## src/rtl/rfsoc_config.sv

```systemverilog
// ============================================================================
// Module   : rfsoc_config (package)
// Brief    : Shared configuration-link types and constants for the RFSoC fabric.
// Revision : 1.0 - serial mask link state type and defaults added
// ============================================================================
`default_nettype none

package rfsoc_config;

    // Select indices of the shared serial configuration lines.
    localparam int          CFG_SEL_W        = 2;
    localparam logic [1:0]  CFG_SEL_SDATA    = 2'd0;
    localparam logic [1:0]  CFG_SEL_MASK_CLK = 2'd1;

    localparam int MASK_W_DEF       = 16;
    localparam int MASK_TIMEOUT_DEF = 64;

    typedef enum logic [1:0] {
        LINK_IDLE   = 2'd0,
        LINK_SHIFT  = 2'd1,
        LINK_COMMIT = 2'd2
    } link_state_t;

endpackage : rfsoc_config

`default_nettype wire

```

## src/rtl/sync_edge_det.sv

```systemverilog
// ============================================================================
// Module   : sync_edge_det
// Brief    : N-stage synchronizer with a one-cycle rising-edge pulse.
// Revision : 1.0 - initial release
// ============================================================================
`default_nettype none

module sync_edge_det #(
    parameter int STAGES = 2
) (
    input  logic clk,
    input  logic rst,
    input  logic i_d,
    output logic o_sync,
    output logic o_rise
);

    logic [STAGES-1:0] r_chain;
    logic [STAGES-1:0] r_fill;
    logic              r_prev;

    // r_prev holds 1 until the chain has been reloaded after reset, so a line
    // already high at release cannot masquerade as a rising edge.
    always_ff @(posedge clk or posedge rst) begin
        if (rst) begin
            r_chain <= '0;
            r_fill  <= '0;
            r_prev  <= 1'b1;
        end else begin
            r_chain <= {r_chain[STAGES-2:0], i_d};
            r_fill  <= {r_fill[STAGES-2:0], 1'b1};
            if (r_fill[STAGES-1]) begin
                r_prev <= r_chain[STAGES-1];
            end
        end
    end

    assign o_sync = r_chain[STAGES-1];
    assign o_rise = r_chain[STAGES-1] & ~r_prev;

endmodule : sync_edge_det

`default_nettype wire

```

## src/rtl/mask_cfg_rx.sv

```systemverilog
// ============================================================================
// Module   : mask_cfg_rx
// Brief    : Serial-link receiver that deserializes and atomically commits the
//            waveform begin/end mask register.
// Revision : 1.0 - initial release
// ============================================================================
`default_nettype none

module mask_cfg_rx
    import rfsoc_config::*;
#(
    parameter int MASK_W      = MASK_W_DEF,
    parameter int TIMEOUT     = MASK_TIMEOUT_DEF,
    parameter int SYNC_STAGES = 2
) (
    input  logic              clk,
    input  logic              rst,
    input  logic              i_sdata,
    input  logic              i_mask_clk,
    output logic [MASK_W-1:0] o_mask_out,
    output logic              o_mask_valid,
    output logic              o_frame_err,
    output logic              o_busy
);

    localparam int BCNT_W = $clog2(MASK_W);
    localparam int TCNT_W = $clog2(TIMEOUT);

    logic [SYNC_STAGES-1:0] r_sdata_sync;
    logic                   w_sdata_s;
    logic                   w_rise;
    logic                   w_clk_s;

    link_state_t            r_state;
    logic [MASK_W-1:0]      r_shreg;
    logic [BCNT_W-1:0]      r_bcnt;
    logic [TCNT_W-1:0]      r_tcnt;
    logic [MASK_W-1:0]      r_mask;
    logic                   r_valid;
    logic                   r_err;
    logic                   r_busy;

    sync_edge_det #(
        .STAGES (SYNC_STAGES)
    ) u_clk_sync (
        .clk    (clk),
        .rst    (rst),
        .i_d    (i_mask_clk),
        .o_sync (w_clk_s),
        .o_rise (w_rise)
    );

    // Same depth as the mask_clk chain so data stays aligned with its edge.
    always_ff @(posedge clk or posedge rst) begin
        if (rst) begin
            r_sdata_sync <= '0;
        end else begin
            r_sdata_sync <= {r_sdata_sync[SYNC_STAGES-2:0], i_sdata};
        end
    end

    assign w_sdata_s = r_sdata_sync[SYNC_STAGES-1];

    always_ff @(posedge clk or posedge rst) begin
        if (rst) begin
            r_state <= LINK_IDLE;
            r_shreg <= '0;
            r_bcnt  <= '0;
            r_tcnt  <= '0;
            r_mask  <= '0;
            r_valid <= 1'b0;
            r_err   <= 1'b0;
            r_busy  <= 1'b0;
        end else begin
            r_valid <= 1'b0;
            r_err   <= 1'b0;
            case (r_state)
                LINK_IDLE: begin
                    r_tcnt <= '0;
                    if (w_rise) begin
                        r_shreg <= {r_shreg[MASK_W-2:0], w_sdata_s};
                        r_bcnt  <= BCNT_W'(1);
                        r_busy  <= 1'b1;
                        r_state <= LINK_SHIFT;
                    end else begin
                        r_busy  <= 1'b0;
                    end
                end
                LINK_SHIFT: begin
                    r_busy <= 1'b1;
                    if (w_rise) begin
                        r_shreg <= {r_shreg[MASK_W-2:0], w_sdata_s};
                        r_bcnt  <= r_bcnt + BCNT_W'(1);
                        r_tcnt  <= '0;
                        if (r_bcnt == BCNT_W'(MASK_W-1)) begin
                            r_state <= LINK_COMMIT;
                        end
                    end else if (r_tcnt == TCNT_W'(TIMEOUT-1)) begin
                        r_err   <= 1'b1;
                        r_shreg <= '0;
                        r_bcnt  <= '0;
                        r_tcnt  <= '0;
                        r_busy  <= 1'b0;
                        r_state <= LINK_IDLE;
                    end else begin
                        r_tcnt  <= r_tcnt + TCNT_W'(1);
                    end
                end
                LINK_COMMIT: begin
                    // A rise here violates link timing and is dropped silently.
                    r_mask  <= r_shreg;
                    r_valid <= 1'b1;
                    r_shreg <= '0;
                    r_bcnt  <= '0;
                    r_busy  <= 1'b1;
                    r_state <= LINK_IDLE;
                end
                default: begin
                    r_state <= LINK_IDLE;
                end
            endcase
        end
    end

    assign o_mask_out   = r_mask;
    assign o_mask_valid = r_valid;
    assign o_frame_err  = r_err;
    assign o_busy       = r_busy;

    logic w_unused;
    assign w_unused = w_clk_s;

endmodule : mask_cfg_rx

`default_nettype wire
```

## config.mk

```make
export PLATFORM = sky130hd
export DESIGN_NAME = mask_cfg_rx
export DESIGN_NICKNAME = d
export VERILOG_FILES = /design/src/rtl/rfsoc_config.sv /design/src/rtl/sync_edge_det.sv /design/src/rtl/mask_cfg_rx.sv
export SDC_FILE = /design/constraint.sdc
export NUM_CORES = 1
export LEC_CHECK = 0
export ABC_AREA = 1
export CORE_ASPECT_RATIO = 1.75
export CORE_MARGIN = 2
export CORE_UTILIZATION = 56
export CTS_CLUSTER_DIAMETER = 40
export CTS_CLUSTER_SIZE = 25
export DETAILED_ROUTE_END_ITERATION = 12
export HOLD_SLACK_MARGIN = 0.05
export PLACE_DENSITY = 0.85
export SYNTH_ARGS = -nofsm -noshare
export SYNTH_HDL_FRONTEND = slang
export SYNTH_SLANG_ARGS = --single-unit
```

## constraint.sdc

```tcl
create_clock -name clk -period 1.88 [get_ports clk]
set_input_delay 0.188 -clock clk [delete_from_list [all_inputs] [get_ports clk]]
set_output_delay 0.188 -clock clk [all_outputs]
set_load 0.02 [all_outputs]
```

==> out/qor.yml <==
diodes: 0
setup_viol: 0
drtPass1Iterations: 4
p_leak_nw: 1.405
cp_top_family: "simple AND/OR/NAND/NOR gates"
clk_pin_slew_ps: 90
path_cells: "inv_1 > ha_1 > nand2_1 > nand2_4 > nor2_8 > inv_6 > nand2_1 > nand2_1"
ys_seq_area_share_pct: 57.53
avgSynthCellArea_um2: 9.184
gp_congestion: 0.8792
max-clock-path-buffers: 2
swShare_pct: 40.24
path_buf_inv: 2
sequentialPowerShare_pct: 42.7
viasPerCell: 5.045
overflow: 0
dieHeight_um: 89.72
startpoint_type: "flip-flop"
dp_worst_setup_slack_ps: 241.5
power.density_mw_per_mm2: 1346
drtIter0Drc: 62
cts.sinks: 54
first_global_vias: 1689
arrival_ps: 1860
grt_pass1_wl_um: 7645
timing.hold.ws_ps: 174.5
drc: 0
slowest_delay_ps: 400
io_buffers: 22
grt.total_usage_pct: 21.61
yosysUniqueCellTypes: 28
syn_nets: 267
skew_ps: 4.172
dieArea_mm2: 0.004753
critPathKind: "reg -> reg"
post_cts_buffers: 0
hold_viol: 0
hp-class: "in -> async"
placed_area_mm2: 0.002610
critPathCaptureType: "flip-flop"
tns_ps: 0
dp_hpwl_um: 3096
num_vias: 1670
critical_path.slowest_cell: "dfrtp_1"
cts_hold_buf: 0
drive_gt1_share_pct: 8.511
drv_slew: 0
combPwrFrac_pct: 39.5
max_freq_mhz: 600.1
rsz0062_at_grt: "false"
final_util_pct: 66.33
finalNetCount: 292
cts_tree: "done"
rows: 31
critPathMaxFanout: 22
power.switching_mw: 1.463
clock_latency_ps: 300
peakVddDrop_v: 0.0008538
areaGrowthSynthToFinish_pct: 14.90
crit_required_ps: 2080
synth_cells: 256
root_buffer: "clkbuf_8"
postLayoutSetupSlackWorst_ps: 213.5
grt_max_degree: 39
synth-seq-cells: 54
cts-buffers-inserted: 5
cp_common_cell: "nand2_1"
intPower_mw: 2.172
layout_min_cycle_time_ps: 1667
die_x_um: 52.98
final_area_mm2: 0.002701
core_area_mm2: 0.004073
slew_headroom_pct: 63.02
antenna_found_initial: 0
maxCapViolCount: 0
pin_count: 23
htree_levels: 2
tightestPinTransition_ps: 554.1
synth_area_mm2: 0.002351
outcome: "completed"
post-route-period-util_pct: 88.64
routed_wl_um: 4331
ant_nets: 0
yosysWarnings: 0
wl_per_cell_um: 13.08
clockPowerShare_pct: 17.8
cts_resized: 0
start_util_pct: 57.73
-- final cells by class --
class / instances / area, um^2
Fill cell: 325 / 1371
Sequential cell: 54 / 1353
Multi-Input combinational cell: 178 / 872.1
Timing Repair Buffer: 25 / 255.2
Clock buffer: 7 / 86.33
Inverter: 17 / 68.82
Tap cell: 49 / 61.31
Clock inverter: 1 / 5.005
-- per-layer routing --
layer / vias to the layer above / GRT usage, % / share of wire (%)
li1: 847 / - / -
met1: 786 / 25.26 / 39
met2: 26 / 36.46 / 54
met3: 11 / 5.150 / 4.1
met4: 0 / 9.188 / 2.6
met5: - / 0 / 0
-- stage by stage --
stage	instances	power, mW
after CTS	331	3.668
after global placement	323	2.968
after floorplan	256	2.687
final	331	3.635
after global routing	331	3.910
after detailed placement	323	3.013
-- power groups by stage --
| stage | logic (mW) | registers (mW) | clock network, mW |
|---|---|---|---|
| 2_1_floorplan | 1.04 | 1.65 | 0 |
| 3_3_place_gp | 1.40 | 1.57 | 0 |
| 3_5_place_dp | 1.44 | 1.58 | 0 |
| 4_1_cts | 1.44 | 1.55 | 0.669 |
| 5_1_grt | 1.61 | 1.58 | 0.714 |
| 6_report | 1.44 | 1.55 | 0.646 |
-- synthesized netlist by cell type --
library cell | count | area share [%]
nor2_1 | 11 | 1.8
nand3_4 | 1 | 0.75
nand2_1 | 107 | 17
inv_6 | 1 | 0.37
nor2_4 | 2 | 0.96
nand2_4 | 1 | 0.48
buf_6 | 2 | 0.96
nor2_8 | 1 | 0.85
a21oi_1 | 2 | 0.43
buf_4 | 1 | 0.32
conb_1 | 1 | 0.16
xor2_1 | 2 | 0.75
ha_1 | 7 | 3.7
buf_2 | 1 | 0.21
clkbuf_1 | 2 | 0.32
mux2i_1 | 1 | 0.43
nand2_2 | 6 | 1.6
inv_1 | 16 | 2.6
o21bai_1 | 1 | 0.32
o21ai_0 | 5 | 1.1
nor3_1 | 2 | 0.43
dfstp_2 | 1 | 1.1
o22ai_1 | 1 | 0.27
xnor2_1 | 1 | 0.37
buf_8 | 1 | 0.64
nand4_1 | 3 | 0.80
nand3_1 | 23 | 4.9
dfrtp_1 | 53 | 56
-- path summary, 6_finish.rpt --
| check | startpoint | end | slack, ps | cells after the start |
|---|---|---|---|---|
| setup / recovery | r_state[0] | r_shreg[8] | 210 | 8 |
| hold / removal | rst | o_mask_out[12] | 170 | 2 |
| setup reg to reg | r_state[0] | r_shreg[8] | 210 | 8 |
| hold reg to reg | u_clk_sync.r_fill[0] | u_clk_sync.r_fill[1] | 350 | 0 |
| max in group asynchronous | rst | o_mask_out[2] | 1200 | 3 |
| min in group clk | i_sdata | r_sdata_sync[0] | 310 | 1 |
-- logic make-up after synthesis --
| logic type | Yosys count | synth area share (%) |
|---|---|---|
| multiplexers | 1 | 0.4258 |
| other | 1 | 0.1595 |
| buffers and inverters | 24 | 5.375 |
| flip-flops | 54 | 57.53 |
| AND/OR/NAND/NOR | 157 | 29.59 |
| AO/OA/AOI/OAI | 9 | 2.076 |
| adder cells (fa/ha/maj) | 7 | 3.725 |
| XOR/XNOR | 3 | 1.118 |
-- worst register-to-register path: cells and delay by family, from the launching register on --
kind          cells  cell delay [ps]
simple gates      5              700
fa+ha+maj         1              220
flops             1              400
buf+inv           2              240
-- layout by cell type (no fill, tap or decap), types with 3 or more instances in the layout --
cell and count:
clkdlybuf4s50_1 22, clkbuf_8 6, nand3_1 23, nand4_1 3, dfrtp_1 53, nor2_1 11
nand2_1 107, inv_1 15, ha_1 7, o21ai_0 5, nand2_2 6
-- registers in the layout (all words and copies together) (netlist names), 2 cells and up --
signal and cells:
u_clk_sync.r_fill 2, r_state 2, r_bcnt 4, o_mask_out 16, r_tcnt 6, r_sdata_sync 2, u_clk_sync.r_chain 2, r_shreg 16
No activity file was read; power rests on OpenSTA's default activity.
